[src/rtl/pads_cfg_pkg.sv]
// Shared constants and state encoding for the pad configuration shifter.
package pads_cfg_pkg;

  localparam int unsigned NPADS_DEFAULT = 44;
  localparam int unsigned PHASE_W       = 4;

  localparam logic [1:0] ADDR_IO_LO = 2'd0;
  localparam logic [1:0] ADDR_IO_HI = 2'd1;
  localparam logic [1:0] ADDR_EN_LO = 2'd2;
  localparam logic [1:0] ADDR_EN_HI = 2'd3;

  typedef enum logic [2:0] {
    ST_IDLE     = 3'd0,
    ST_SHIFT_LO = 3'd1,
    ST_SHIFT_HI = 3'd2,
    ST_LOAD     = 3'd3,
    ST_DONE     = 3'd4
  } state_e;

endpackage

[src/rtl/pads_cfg_divider.sv]
// Serial-clock phase timer: down-counter that ticks once every CLK_DIV enabled cycles.
module pads_cfg_divider
  import pads_cfg_pkg::*;
#(
  parameter int unsigned CLK_DIV = 2
) (
  input  logic clk,
  input  logic reset,
  input  logic en_i,
  output logic tick_o
);

  localparam logic [PHASE_W-1:0] RELOAD = PHASE_W'(CLK_DIV - 1);

  logic [PHASE_W-1:0] cnt_q, cnt_d;

  // Held at RELOAD while disabled so the first enabled phase is full length.
  always_comb begin
    tick_o = en_i && (cnt_q == '0);
    cnt_d  = cnt_q;
    if (!en_i || tick_o) begin
      cnt_d = RELOAD;
    end else begin
      cnt_d = cnt_q - 1'b1;
    end
  end

  always_ff @(posedge clk) begin
    if (reset) begin
      cnt_q <= '0;
    end else begin
      cnt_q <= cnt_d;
    end
  end

endmodule

[src/rtl/pads_cfg_shifter.sv]
// Pad configuration shifter: shadow registers serialized MSB-pad first into the
// pad control chain, then latched with serial_load.
//
// state       | meaning
// ST_IDLE     | shadows writable, waiting for start
// ST_SHIFT_LO | serial_clock low, serial_data presented
// ST_SHIFT_HI | serial_clock high, chain samples the bit
// ST_LOAD     | serial_load strobe after the last bit
// ST_DONE     | one-cycle done pulse, applied config updated
module pads_cfg_shifter
  import pads_cfg_pkg::*;
#(
  parameter int unsigned NPADS   = NPADS_DEFAULT,
  parameter int unsigned CLK_DIV = 2
) (
  input  logic             clk,
  input  logic             reset,
  input  logic             cfg_we,
  input  logic [1:0]       cfg_addr,
  input  logic [31:0]      cfg_wdata,
  output logic             cfg_ready,
  input  logic             start,
  output logic             busy,
  output logic             done,
  output logic             serial_clock,
  output logic             serial_data,
  output logic             serial_load,
  output logic [NPADS-1:0] cnfg_io,
  output logic [NPADS-1:0] cnfg_en
);

  localparam int unsigned NBITS = 2 * NPADS;
  localparam int unsigned BIT_W = $clog2(NBITS + 1);

  state_e state_q, state_d;

  logic [NPADS-1:0] io_q, io_d, en_q, en_d;
  logic [NPADS-1:0] snap_io_q, snap_io_d, snap_en_q, snap_en_d;
  logic [NPADS-1:0] cnfg_io_q, cnfg_io_d, cnfg_en_q, cnfg_en_d;
  logic [NBITS-1:0] sr_q, sr_d, sr_pack;
  logic [BIT_W-1:0] bit_cnt_q, bit_cnt_d;
  logic [63:0]      io_ext, en_ext;
  logic             phase_en, tick;

  // Shadow words are edited in a 64-bit view so the upper word truncates cleanly.
  always_comb begin
    io_ext = 64'(io_q);
    en_ext = 64'(en_q);
    if (cfg_we && (state_q == ST_IDLE)) begin
      case (cfg_addr)
        ADDR_IO_LO: io_ext[31:0]  = cfg_wdata;
        ADDR_IO_HI: io_ext[63:32] = cfg_wdata;
        ADDR_EN_LO: en_ext[31:0]  = cfg_wdata;
        ADDR_EN_HI: en_ext[63:32] = cfg_wdata;
        default: ;
      endcase
    end
    io_d = io_ext[NPADS-1:0];
    en_d = en_ext[NPADS-1:0];
  end

  always_comb begin
    sr_pack = '0;
    for (int p = 0; p < NPADS; p++) begin
      sr_pack[2*p+1] = en_q[p];
      sr_pack[2*p]   = io_q[p];
    end
  end

  assign phase_en = (state_q == ST_SHIFT_LO) || (state_q == ST_SHIFT_HI) ||
                    (state_q == ST_LOAD);

  pads_cfg_divider #(
    .CLK_DIV (CLK_DIV)
  ) u_divider (
    .clk    (clk),
    .reset  (reset),
    .en_i   (phase_en),
    .tick_o (tick)
  );

  always_comb begin
    state_d   = state_q;
    sr_d      = sr_q;
    bit_cnt_d = bit_cnt_q;
    snap_io_d = snap_io_q;
    snap_en_d = snap_en_q;
    cnfg_io_d = cnfg_io_q;
    cnfg_en_d = cnfg_en_q;
    case (state_q)
      ST_IDLE: begin
        if (start) begin
          state_d   = ST_SHIFT_LO;
          sr_d      = sr_pack;
          snap_io_d = io_q;
          snap_en_d = en_q;
          bit_cnt_d = BIT_W'(NBITS);
        end
      end
      ST_SHIFT_LO: begin
        if (tick) state_d = ST_SHIFT_HI;
      end
      ST_SHIFT_HI: begin
        if (tick) begin
          bit_cnt_d = bit_cnt_q - 1'b1;
          if (bit_cnt_q == BIT_W'(1)) begin
            state_d = ST_LOAD;
          end else begin
            state_d = ST_SHIFT_LO;
            sr_d    = {sr_q[NBITS-2:0], 1'b0};
          end
        end
      end
      ST_LOAD: begin
        if (tick) begin
          state_d   = ST_DONE;
          cnfg_io_d = snap_io_q;
          cnfg_en_d = snap_en_q;
        end
      end
      ST_DONE: state_d = ST_IDLE;
      default: state_d = ST_IDLE;
    endcase
  end

  always_ff @(posedge clk) begin
    if (reset) begin
      state_q   <= ST_IDLE;
      io_q      <= '0;
      en_q      <= '0;
      snap_io_q <= '0;
      snap_en_q <= '0;
      cnfg_io_q <= '0;
      cnfg_en_q <= '0;
      sr_q      <= '0;
      bit_cnt_q <= '0;
    end else begin
      state_q   <= state_d;
      io_q      <= io_d;
      en_q      <= en_d;
      snap_io_q <= snap_io_d;
      snap_en_q <= snap_en_d;
      cnfg_io_q <= cnfg_io_d;
      cnfg_en_q <= cnfg_en_d;
      sr_q      <= sr_d;
      bit_cnt_q <= bit_cnt_d;
    end
  end

  assign cfg_ready    = (state_q == ST_IDLE);
  assign busy         = phase_en;
  assign done         = (state_q == ST_DONE);
  assign serial_clock = (state_q == ST_SHIFT_HI);
  assign serial_load  = (state_q == ST_LOAD);
  assign serial_data  = sr_q[NBITS-1];
  assign cnfg_io      = cnfg_io_q;
  assign cnfg_en      = cnfg_en_q;

endmodule
[config.mk]
export PLATFORM = sky130hd
export DESIGN_NAME = pads_cfg_shifter
export DESIGN_NICKNAME = d
export VERILOG_FILES = /design/src/rtl/pads_cfg_pkg.sv /design/src/rtl/pads_cfg_divider.sv /design/src/rtl/pads_cfg_shifter.sv
export SDC_FILE = /design/constraint.sdc
export NUM_CORES = 1
export LEC_CHECK = 0
export CORE_ASPECT_RATIO = 2
export CORE_UTILIZATION = 25
export CTS_CLUSTER_DIAMETER = 60
export CTS_CLUSTER_SIZE = 20
export DETAILED_ROUTE_END_ITERATION = 6
export MAX_ROUTING_LAYER = met4
export SLEW_MARGIN = 30
export SYNTH_ARGS = -nofsm -noshare
export SYNTH_HDL_FRONTEND = slang
export SYNTH_SLANG_ARGS = --single-unit
export TNS_END_PERCENT = 10
[constraint.sdc]
create_clock -name clk -period 2.05 [get_ports clk]
set_input_delay 0.205 -clock clk [delete_from_list [all_inputs] [get_ports clk]]
set_output_delay 0.205 -clock clk [all_outputs]
set_load 0.05 [all_outputs]
# Word level (Yosys, flattened, before mapping)
# Cells that the tools add are included.
totals:
  register_bits: 366
  inputBits: 38
  output_inout_bits: 94
classes:
  add_sub_neg: 2
  n_eq_ne: 13
  n_mux: 14
  n_reduce_logical: 20
op_table:
  columns: ["operator", "n"]
  rows:
  - ["$mux 88", 3]
  - ["$pmux 88 s2", 1]
  - ["$mux 7", 2]
  - ["$pmux 7 s2", 1]
  - ["$mux 3", 4]
  - ["$pmux 3 s4", 1]
  - ["$reduce_and 2->1", 6]
  - ["$reduce_and 4->1", 2]
  - ["$eq 7x1->1 const B", 1]
  - ["$sub 7x1->7 const B", 1]
  - ["$eq 3x2->1 const B", 2]
  - ["$ne 2x1->1 const B", 3]
  - ["$eq 2x2->1 const B", 2]
  - ["$logic_not 4->1", 1]
  - ["$ne 2x2->1 const B", 2]
  - ["$sub 4x1->4 const B", 1]
  - ["$eq 3x1->1 const B", 1]
  - ["$eq 3x3->1 const B", 1]
  - ["$logic_not 3->1", 1]
  - ["$logic_or 1x1->1", 3]
  - ["$reduce_and 3->1", 1]
  - ["$eq 2x1->1 const B", 1]
  - ["$logic_and 1x1->1", 2]
  - ["$logic_not 2->1", 1]
  - ["5 further kinds", 5]

# Logic depth before layout (Yosys ltp)
# Gate-level depths: netlist of run 1.
logic_depth:
  word_depth: 6
  mapped_depth: 9

# By module
# A second synthesis of run 1 with hierarchy kept.
hier_totals:
  cells_unflattened: 1597
  area_unflattened_um2: 14048.5
by_module_without_submodules:
  columns: ["mod", "n_inst", "cells_each", "area_per_inst_um2", "seq_area_each_um2"]
  rows:
  - ["pads_cfg_shifter", 1, 1579, 13859.5, 7247.0]
  - ["pads_cfg_divider", 1, 18, 188.9, 80.1]

# Least setup slack after synthesis of run 1
# Ideal clock, no wire load.
synth_timing:
  path_type: "flip-flop to flip-flop"
  start: "register state_q[0]"
  end: "register cnfg_io_q[23] (netlist: cnfg_io[23])"
  setup_ns: 0.070
  arrival_ns: 2.007
  t_required_ns: 1.980
  path_slack_ns: -0.028
  stages_incl_launch_ff: 9
  n_path_buf: 4
  path_cell_list: "dfxtp_1 -> clkbuf_1 -> and3b_1 -> and2_1 -> clkbuf_1 -> buf_2 -> buf_2 -> nand2_1 -> a21oi_1"
synth_lines:
  columns: ["element", "line", "text"]
  rows:
  - ["from (decl)", "pads_cfg_shifter.sv:35", "state_e state_q, state_d;"]
  - ["from (signal assigned)", "pads_cfg_shifter.sv:138", "state_q <= state_d;"]
  - ["$eq 3x2->1 (*)", null, null]
  - ["net serial_load", "pads_cfg_shifter.sv:27", "output logic serial_load,"]
  - ["$logic_or 1x1->1", "pads_cfg_shifter.sv:70", "assign phase_en = (state_q == ST_SHIFT_LO) || (state_q == ST_SHIFT_HI) ||"]
  - ["$logic_and 1x1->1", "pads_cfg_divider.sv:19", "tick_o = en_i && (cnt_q == '0);"]
  - ["$reduce_and 2->1 (no source line) (*)", null, null]
  - ["to (signal assigned)", "pads_cfg_shifter.sv:143", "cnfg_io_q <= cnfg_io_d;"]
  - ["to (decl)", "pads_cfg_shifter.sv:39", "logic [NPADS-1:0] cnfg_io_q, cnfg_io_d, cnfg_en_q, cnfg_en_d;"]
# The timed path passes the listed nets; every way through them passes the cells marked *.
# A chain may end at the register's enable or synchronous reset.

# Final worst setup path of run 1
layout_timing:
  start: "register state_q[1]"
  end: "register sr_q[74]"
layout_between:
  elab_chain_cells: 6
layout_lines:
  columns: ["element", "line", "text"]
  rows:
  - ["$eq 3x1->1 / $eq 3x2->1 (equally long branches)", "pads_cfg_shifter.sv:70, pads_cfg_shifter.sv:90", null]
  - ["$logic_or 1x1->1 (2 in a row)", "pads_cfg_shifter.sv:70", null]
  - ["$logic_and 1x1->1", "pads_cfg_divider.sv:19", null]
  - ["$ne 2x1->1 (no source line)", null, null]
  - ["$reduce_and 4->1 (no source line)", null, null]
  - ["to (signal assigned)", "pads_cfg_shifter.sv:145", "sr_q <= sr_d;"]
  - ["to (decl)", "pads_cfg_shifter.sv:40", "logic [NBITS-1:0] sr_q, sr_d, sr_pack;"]
# Parallel ways exist; a longest one is shown, timed or not.

==> run_results.csv, run 1 <==
group,metric,value,unit
grt,antenna_found_initial,1,
synth,syn_inst,1786,
synth,yosys-top-cells-count,"nand2_1, dfxtp_1, a21oi_1",
timing,worstMarginPinSlew,0.690,ns
grt,grt_overflow_total,0,
clock_tree,clk_pin_slew,0.08,ns
clock_tree,htreeDepth,1,
synth,synth_area,0.0144,mm²
setup_path,critPathMaxFanout,12,
placement,portBuffers,131,
timing,fin_crit_sh,97.7,%
die,chipWidth,172,µm
synth,synthSimpleGateAreaFrac,23.6,%
die,die-area,0.0588,mm²
routing,drtAntennaViolNets,0,
finish,final.fill_count,6073,
timing,clock-skew-final,0.0190,ns
timing,clock.fmax,499,MHz
routing,first_pass_iters,5,
synth,synth_fa_ha_area_share,0.347,%
placement,place_area,0.0169,mm²
pwr,power_per_cell_area,752,mW/mm²
placement,gp_congestion,0.811,
placement,dp_slack,-0.0373,ns
synth,synthMuxAreaShare,9.01,%
setup_path,worstSetupEndpointType,"register",
die,ios,132,
clock_tree,cts_root_buf,"clkbuf_16",
setup_path,reg2reg_slack,0.05,ns
die,fp-row-count,124,
routing,wl,42100,µm
synth,synth.avg_cell_area,8.09,µm²
timing,finalSetupTns,0,ns
setup_path,cp.required,2.48,ns
timing,setup_ws,0.0470,ns
synth,synth_top_family_by_area,"simple AND/OR/NAND/NOR gates",
routing,vias_per_cell,4.52,
timing,hold_viol_final,0,
placement,dp_hpwl,27500,µm
timing,finalSetupViolCount,0,
finish,final_area,0.0178,mm²
routing,drt_iter0_markers,652,
timing,fin_hold_ws,0.137,ns
synth,synth_compound_area_share,11.9,%
synth,synth_xor_area_share,0.303,%
synth,synth_warnings,0,
synth,synth_cell_types,41,
hold_path,worstHoldPathCells,2,
hold_path,hp-class,"in2reg",
clock_tree,hold_buffers,0,
grt,first_global_vias,11700,
timing,rsz0062_at_grt,"false",
clock_tree,cts_tree,"yes",
pwr,p_leak,6.16,nW
synth,synth_nets,1828,
synth,ys_ff_latch,366,
die,initial_core_util,25.3,%
clock_tree,clock_latency,0.55,ns
routing,drc,0,
finish,drive_gt1_share,11.5,%
setup_path,critPathArrivalTime,2.43,ns
setup_path,r2r_cells,7,
synth,async_flop_share,0,%
grt,grt_pass1_wl,64100,µm
clock_tree,clock_sinks,366,
synth,ys.flop_type,"dfxtp_1",
synth,yosys.area.top_type,"dfxtp_1",
clock_tree,cts_buffers,23,
setup_path,cp-start-kind,"register",
synth,synth_edf_count,0,
synth,yosysMostFrequentCell,"nand2_1",
finish,layout.nets,1914,
timing,min_period,2.00,ns
grt,grt_use_total,14.3,%
pwr,ir_drop,0.524,mV
synth,synth.area.top_cells,"dfxtp_1, nand2_1, a21oi_1",
flow_run,drv_cap,0,
grt,grt_max_degree,95,
synth,synth_top_cell_area_share,50.7,%
timing,relSlewSlack,54.0,%
clock_tree,cts_max_path_buffers,3,
die,die_h,342,µm
timing,slew_violations,0,
die,core,0.0571,mm²
synth,seq_area_frac_synth,50.7,%
routing,routedWlPerCell,16.0,µm
routing,vias,11900,
setup_path,crit_type,"reg2reg",
run_status,run_status,"finished, final reports clean",
finish,syn2layout_area_growth,23.2,%
-- registers in the layout (all words and copies together), names as in the netlist --
register and flops:
snap_io_q 44, bit_cnt_q 7, u_divider.cnt_q 4, io_q 44, cnfg_io 44, cnfg_en 44, snap_en_q 44, en_q 44
sr_q 88, state_q 3
-- cell type report --
class	count	area [µm²]	share of cell area [%]
flip-flops and latches	366	7330	41.2
multi-input cells	1276	6580	37.0
repair buffers	199	2290	12.9
well taps	756	946	5.32
clock buffers	23	576	3.23
clock inverters	4	38.8	0.218
inverters	6	30.0	0.169
diodes	1	2.50	0.0141
-- critical path, cell delays in order, from the launching register on --
cell and delay, ns:
dfxtp_4 0.37, or3b_4 0.42, inv_8 0.10, nand2_2 0.08, a22o_4 0.30, buf_12 0.16
buf_12 0.15, mux2_4 0.30
-- cells in the final DEF (no fill, tap or decap), drive strengths merged, types with 9 or more instances in the layout --
cell type,Yosys,layout
buf,35,73
nor2b,88,88
a21oi,330,330
dfxtp,366,366
mux2,87,87
mux2i,25,25
inv,6,9
clkdlybuf4s50,0,117
nor2,34,34
nand2,657,657
clkbuf,103,27
nor3,10,10
-- cell families (layout without fill, tap and decap cells) --
family	count (synthesis)	in the layout
buf+inv	144	232
simple gates	816	816
compound gates	339	339
mux	112	112
flops	366	366
xor+xnor	5	5
other cells	0	1
fa+ha+maj	4	4
-- routing by layer --
| layer | vias up | part of all wire, % | GRT usage, % |
|---|---|---|---|
| met2 | 240 | 51 | 24.9 |
| met3 | 61 | 5.1 | 2.33 |
| li1 | 5949 | - | - |
| met1 | 5648 | 41 | 16.2 |
| met5 | - | 0 | - |
| met4 | 0 | 3.3 | 5.46 |
-- through the flow --
| step | utilization (%) | power (mW) | instances |
|---|---|---|---|
| after detailed placement | 29.6 | 8.89 | 2591 |
| after CTS | 30.8 | 13.4 | 2621 |
| after global routing | 31.2 | 13.9 | 2631 |
| final | 31.2 | 13.4 | 2631 |
| after global placement | 29.6 | 8.86 | 2591 |
| after floorplan | - | 8.31 | 1786 |
-- final timing paths --
check | startpoint | end
worst max-delay path | state_q[1]$_SDFFE_PP0P_ | sr_q[74]$_SDFFE_PP0P_
worst min-delay path | reset | io_q[10]$_SDFFE_PP0P_
worst max register to register | state_q[1]$_SDFFE_PP0P_ | sr_q[74]$_SDFFE_PP0P_
worst min register to register | snap_en_q[27]$_SDFFE_PP0P_ | cnfg_en[27]$_SDFFE_PP0P_
-- power breakdown --
| group | switching, mW | leakage [nW] | total [mW] | internal, mW |
|---|---|---|---|---|
| sequential | 0.0943 | 2.96 | 7.33 | 7.23 |
| combinational | 0.940 | 2.90 | 1.58 | 0.639 |
| clock | 2.43 | 0.304 | 4.48 | 2.04 |
| total | 3.47 | 6.16 | 13.4 | 9.92 |
-- what timing repair did --
action,4_1_cts,5_1_grt
gates cloned,3,5
hold endpoints to repair,0,0
buffers inserted,0,4
pin swaps,0,2
resized for setup,5,13
endpoints found under the setup margin,3,46
No activity file was read; power rests on OpenSTA's default activity.
==> run 2, diff against run 1 <==
--- a/config.mk
+++ b/config.mk
@@ -6,6 +6,7 @@
 export NUM_CORES = 1
 export LEC_CHECK = 0
 export CORE_ASPECT_RATIO = 2
+export CORE_MARGIN = 1
 export CORE_UTILIZATION = 25
 export CTS_CLUSTER_DIAMETER = 60
 export CTS_CLUSTER_SIZE = 20
==> constraint.sdc (replaced) <==
create_clock -name clk -period 2.35 [get_ports clk]
set_input_delay 0.235 -clock clk [delete_from_list [all_inputs] [get_ports clk]]
set_output_delay 0.235 -clock clk [all_outputs]
set_load 0.02 [all_outputs]
==> run_results.csv, run 2 (same netlist as run 1, synthesis figures left out) <==
group,metric,value,unit
timing,clock.fmax,451,MHz
hold_path,hp-class,"in2reg",
timing,min_period,2.22,ns
setup_path,slowest_stage,"clkdlybuf4s50_1",
flow_run,drv_cap,0,
timing,fin_hold_ws,0.205,ns
setup_path,critPathMaxFanout,11,
routing,routedWlPerCell,15.2,µm
timing,finalSetupViolCount,0,
finish,final_cells,2603,
timing,setup_ws,0.132,ns
setup_path,crit_chain,"and3b_1 -> clkdlybuf4s50_1",
timing,fin_crit_sh,94.4,%
timing,rsz0062_at_grt,"false",
die,die_h,342,µm
placement,portBuffers,131,
grt,grt_overflow_total,0,
routing,drt_iter0_markers,741,
timing,slew_violations,0,
die,fp-row-count,124,
routing,drtAntennaViolNets,0,
routing,wl,39600,µm
finish,final_area,0.0173,mm²
setup_path,cp_slowest_stage_delay,0.65,ns
placement,gp_congestion,0.787,
pwr,power_per_cell_area,663,mW/mm²
placement,place_area,0.0166,mm²
clock_tree,cts_root_buf,"clkbuf_16",
pwr,power_frac_clock,34.5,%
finish,regMostFlops,"sr_q",
clock_tree,cts_tree,"yes",
placement,dp_hpwl,26400,µm
setup_path,cp-start-kind,"register",
placement,dp_slack,0.241,ns
setup_path,crit_family,"buffers and inverters",
timing,clock-skew-final,0.0177,ns
grt,grt_use_total,13.7,%
timing,worstMarginPinSlew,0.831,ns
die,ios,132,
finish,layout.nets,1881,
die,die-area,0.0588,mm²
setup_path,worstSetupEndpointType,"primary output",
finish,layout_commonest_cell,"nand2_1",
finish,drive_gt1_share,8.90,%
die,core,0.0571,mm²
grt,antenna_found_initial,5,
grt,grt_pass1_wl,61700,µm
grt,grt_max_degree,124,
finish,syn2layout_area_growth,19.6,%
run_status,run_status,"finished, final reports clean",
routing,vias,11700,
die,chipWidth,172,µm
clock_tree,clk_pin_slew,0.08,ns
clock_tree,clock_sinks,366,
pwr,ir_drop,0.420,mV
setup_path,critPathArrivalTime,1.98,ns
finish,largest_reg_flops,88,
timing,finalSetupTns,0,ns
clock_tree,htreeDepth,1,
clock_tree,cts_buffers,23,
clock_tree,cts_max_path_buffers,3,
pwr,power_frac_seq,55.9,%
clock_tree,postCtsSetupRepairBufs,0,
finish,utilization,30.3,%
clock_tree,clock_latency,0.55,ns
setup_path,crit_type,"reg2out",
pwr,comb_power_share,9.6,%
routing,first_pass_iters,5,
finish,mostFrequentLayoutCells,"nand2_1, dfxtp_1, a21oi_1, clkdlybuf4s50_1, nor2b_1",
pwr,power.total,11.4,mW
grt,first_global_vias,11400,
pwr,p_leak,5.86,nW
setup_path,crit_buf_inv,1,
die,initial_core_util,25.3,%
pwr,p_switching,2.93,mW
timing,relSlewSlack,44.6,%
pwr,p_int,8.52,mW
placement,dp_cells,2570,
timing,hold_viol_final,0,
routing,vias_per_cell,4.48,
routing,drc,0,
pwr,swShare,25.6,%
setup_path,cp.required,2.12,ns
==> run 2: changes by cell type in the layout (fill, tap and decap cells not counted), sizes merged <==
cell and delta:
diode +4, bufbuf -3, dlygate4sd2 -1, clkdlybuf4s50 +12, clkinv +1, clkbuf -3, inv -1, buf -37
==> run 2: final timing paths <==
check | startpoint | to | slack [ns] | cells after the start
setup / recovery | state_q[2]$_SDFFE_PP0P_ | serial_load | 0.13 | 2
setup reg to reg | state_q[2]$_SDFFE_PP0P_ | sr_q[72]$_SDFFE_PP0P_ | 0.22 | 6
hold reg to reg | snap_en_q[39]$_SDFFE_PP0P_ | cnfg_en[39]$_SDFFE_PP0P_ | 0.45 | 2
hold / removal | reset | en_q[6]$_SDFFE_PP0P_ | 0.21 | 2
==> run 2: final cells by class <==
type | count | area (µm²)
inverters | 6 | 22.5
diodes | 5 | 12.5
repair buffers | 166 | 1780
clock buffers | 24 | 589
fillers | 6130 | 39800
well taps | 756 | 946
flip-flops and latches | 366 | 7330
multi-input cells | 1276 | 6560
clock inverters | 4 | 38.8
==> run 2: metal layers <==
metal | track usage, % | vias to the layer above | share of wire (%) | wire length (µm)
li1 | - | 5876 | - | -
met1 | 15.1 | 5521 | 40 | 16000
met2 | 23.8 | 201 | 51 | 20200
met3 | 2.97 | 53 | 5.7 | 2240
met4 | 5.14 | 0 | 3.0 | 1170
met5 | - | - | 0 | 0
==> run 2: power by group through the flow <==
stage	Combinational [mW]	Clock, mW	Sequential, mW
final	1.10	3.95	6.40
after global routing	1.20	4.30	6.41
after CTS	1.11	4.11	6.40
after detailed placement	1.11	0	6.54
after global placement	1.09	0	6.53
after floorplan	0.722	0	6.51
==> run 2: repair_timing <==
| item | 4_1_cts | 5_1_grt |
|---|---|---|
| hold buffers | 0 | 0 |
| resized for setup | 1 | 1 |
| pin swaps | 0 | 0 |
| endpoints found under the setup margin | 1 | 2 |
==> run 2: worst reg2reg max path: stages, from the launching register on <==
cell and delay (ns):
dfxtp_1 0.42, or3b_4 0.45, inv_2 0.18, nand2_2 0.11, a22o_4 0.29, buf_12 0.21
mux2_4 0.35
==> run 3, diff against run 2 <==
--- a/config.mk
+++ b/config.mk
@@ -5,9 +5,11 @@
 export SDC_FILE = /design/constraint.sdc
 export NUM_CORES = 1
 export LEC_CHECK = 0
+export ABC_CLOCK_PERIOD_IN_PS = 2350
 export CORE_ASPECT_RATIO = 2
 export CORE_MARGIN = 1
 export CORE_UTILIZATION = 25
+export CTS_BUF_LIST = sky130_fd_sc_hd__clkbuf_4
 export CTS_CLUSTER_DIAMETER = 60
 export CTS_CLUSTER_SIZE = 20
 export DETAILED_ROUTE_END_ITERATION = 6
==> constraint.sdc (replaced) <==
create_clock -name clk -period 2.35 [get_ports clk]
set_input_delay 0.3525 -clock clk [delete_from_list [all_inputs] [get_ports clk]]
set_output_delay 0.3525 -clock clk [all_outputs]
set_load 0.02 [all_outputs]
==> run_results.csv, run 3 (same netlist as run 1, synthesis figures left out) <==
group,metric,value,unit
run_status,run_status,"finished, final reports clean",
timing,slew_violations,0,
routing,drtAntennaViolNets,0,
setup_path,crit_family,"buffers and inverters",
setup_path,cp-start-kind,"register",
hold_path,hp-class,"in2reg",
finish,layout.nets,1883,
timing,min_period,2.26,ns
placement,gp_congestion,0.812,
die,fp-row-count,124,
clock_tree,clock_sinks,366,
grt,grt_pass1_wl,62300,µm
clock_tree,cts_tree,"yes",
routing,drt_iter0_markers,563,
setup_path,critPathMaxFanout,2,
timing,clock-skew-final,0.0396,ns
grt,first_global_vias,11600,
setup_path,crit_chain,"clkdlybuf4s50_1",
finish,mostFrequentLayoutCells,"nand2_1, dfxtp_1, a21oi_1, clkdlybuf4s50_1, nor2b_1",
setup_path,worstSetupEndpointType,"primary output",
setup_path,crit_buf_inv,1,
setup_path,cp_slowest_stage_delay,0.65,ns
finish,final_area,0.0169,mm²
timing,fin_crit_sh,96.0,%
die,die_h,342,µm
clock_tree,htreeDepth,1,
die,die-area,0.0588,mm²
placement,portBuffers,131,
clock_tree,cts_root_buf,"clkbuf_4",
finish,largest_reg_flops,88,
placement,dp_hpwl,26800,µm
clock_tree,clock_latency,0.76,ns
setup_path,cp.required,2.00,ns
placement,place_area,0.0167,mm²
timing,hold_viol_final,0,
routing,vias_per_cell,4.51,
finish,layout_commonest_cell,"nand2_1",
finish,final.fill_count,6184,
setup_path,critPathArrivalTime,1.90,ns
flow_run,drv_cap,0,
die,chipWidth,172,µm
pwr,p_leak,5.69,nW
timing,finalSetupViolCount,0,
timing,rsz0062_at_grt,"false",
routing,first_pass_iters,5,
finish,seq_area,0.00733,mm²
die,initial_core_util,25.3,%
timing,relSlewSlack,47.8,%
finish,multi_input_area,0.00656,mm²
clock_tree,cts_max_path_buffers,3,
pwr,ir_drop,0.241,mV
finish,drive_gt1_share,9.11,%
routing,wl,39400,µm
die,core,0.0571,mm²
setup_path,crit_type,"reg2out",
grt,grt_use_total,13.7,%
timing,clock.fmax,443,MHz
timing,worstMarginPinSlew,0.783,ns
die,ios,132,
grt,grt_max_degree,94,
grt,antenna_found_initial,7,
routing,vias,11800,
routing,drc,0,
clock_tree,cts_buffers,23,
routing,routedWlPerCell,15.1,µm
clock_tree,clk_pin_slew,0.21,ns
finish,syn2layout_area_growth,16.9,%
finish,regMostFlops,"sr_q",
timing,finalSetupTns,0,ns
grt,grt_overflow_total,0,
pwr,power_per_cell_area,592,mW/mm²
setup_path,slowest_stage,"clkdlybuf4s50_1",
==> run 3: worst paths after layout <==
path | start | endpoint | slack, ns | depth (start not counted)
max | cnfg_en[4]$_SDFFE_PP0P_ | cnfg_en[4] | 0.09 | 1
min | cfg_wdata[30] | en_q[30]$_SDFFE_PP0P_ | 0.15 | 3
max reg2reg | bit_cnt_q[2]$_SDFFE_PP0P_ | sr_q[17]$_SDFFE_PP0P_ | 0.24 | 5
min reg2reg | snap_en_q[17]$_SDFFE_PP0P_ | cnfg_en[17]$_SDFFE_PP0P_ | 0.47 | 2
==> run 3: through the flow <==
| stage | hold WS [ns] | total power, mW | std cells | utilization, % | worst slack, ns |
|---|---|---|---|---|---|
| after floorplan | 0.432 | 7.23 | 1786 | - | 0.320 |
| after global placement | 0.444 | 7.64 | 2571 | 29.2 | 0.131 |
| after detailed placement | 0.447 | 7.66 | 2571 | 29.2 | 0.113 |
| after CTS | 0.0685 | 10.2 | 2600 | 29.6 | 0.00226 |
| after global routing | 0.0999 | 10.4 | 2607 | 29.6 | 0.0252 |
| final | 0.145 | 9.99 | 2607 | 29.6 | 0.0945 |
==> run 3: metal layers <==
metal	global-route usage (%)	share of wire (%)	vias to the layer above	routed length [µm]
li1	-	-	5893	-
met1	14.9	40	5568	15800
met2	23.8	50	215	19800
met3	2.83	5.6	75	2190
met4	6.29	4.0	0	1590
met5	-	0	-	0
==> run 3: repair_timing <==
action	in CTS	in global routing
setup buffers	0	0
gates resized for setup	10	5
endpoints found under the setup margin	5	3
endpoints found under the hold margin	11	0
cloned	0	0
hold buffers	1	0
==> run 3: cell type report <==
class | instances | area share (%)
inverters | 6 | 0.148
flip-flops and latches | 366 | 43.4
well taps | 756 | 5.60
clock buffers | 24 | 1.07
clock inverters | 4 | 0.252
repair buffers | 168 | 10.6
diodes | 7 | 0.104
multi-input cells | 1276 | 38.8
==> run 3: power by group <==
| part | switching, mW | internal (mW) | leakage (nW) |
|---|---|---|---|
| combinational | 0.715 | 0.397 | 2.60 |
| sequential | 0.0820 | 6.33 | 2.96 |
| clock | 1.95 | 0.517 | 0.131 |
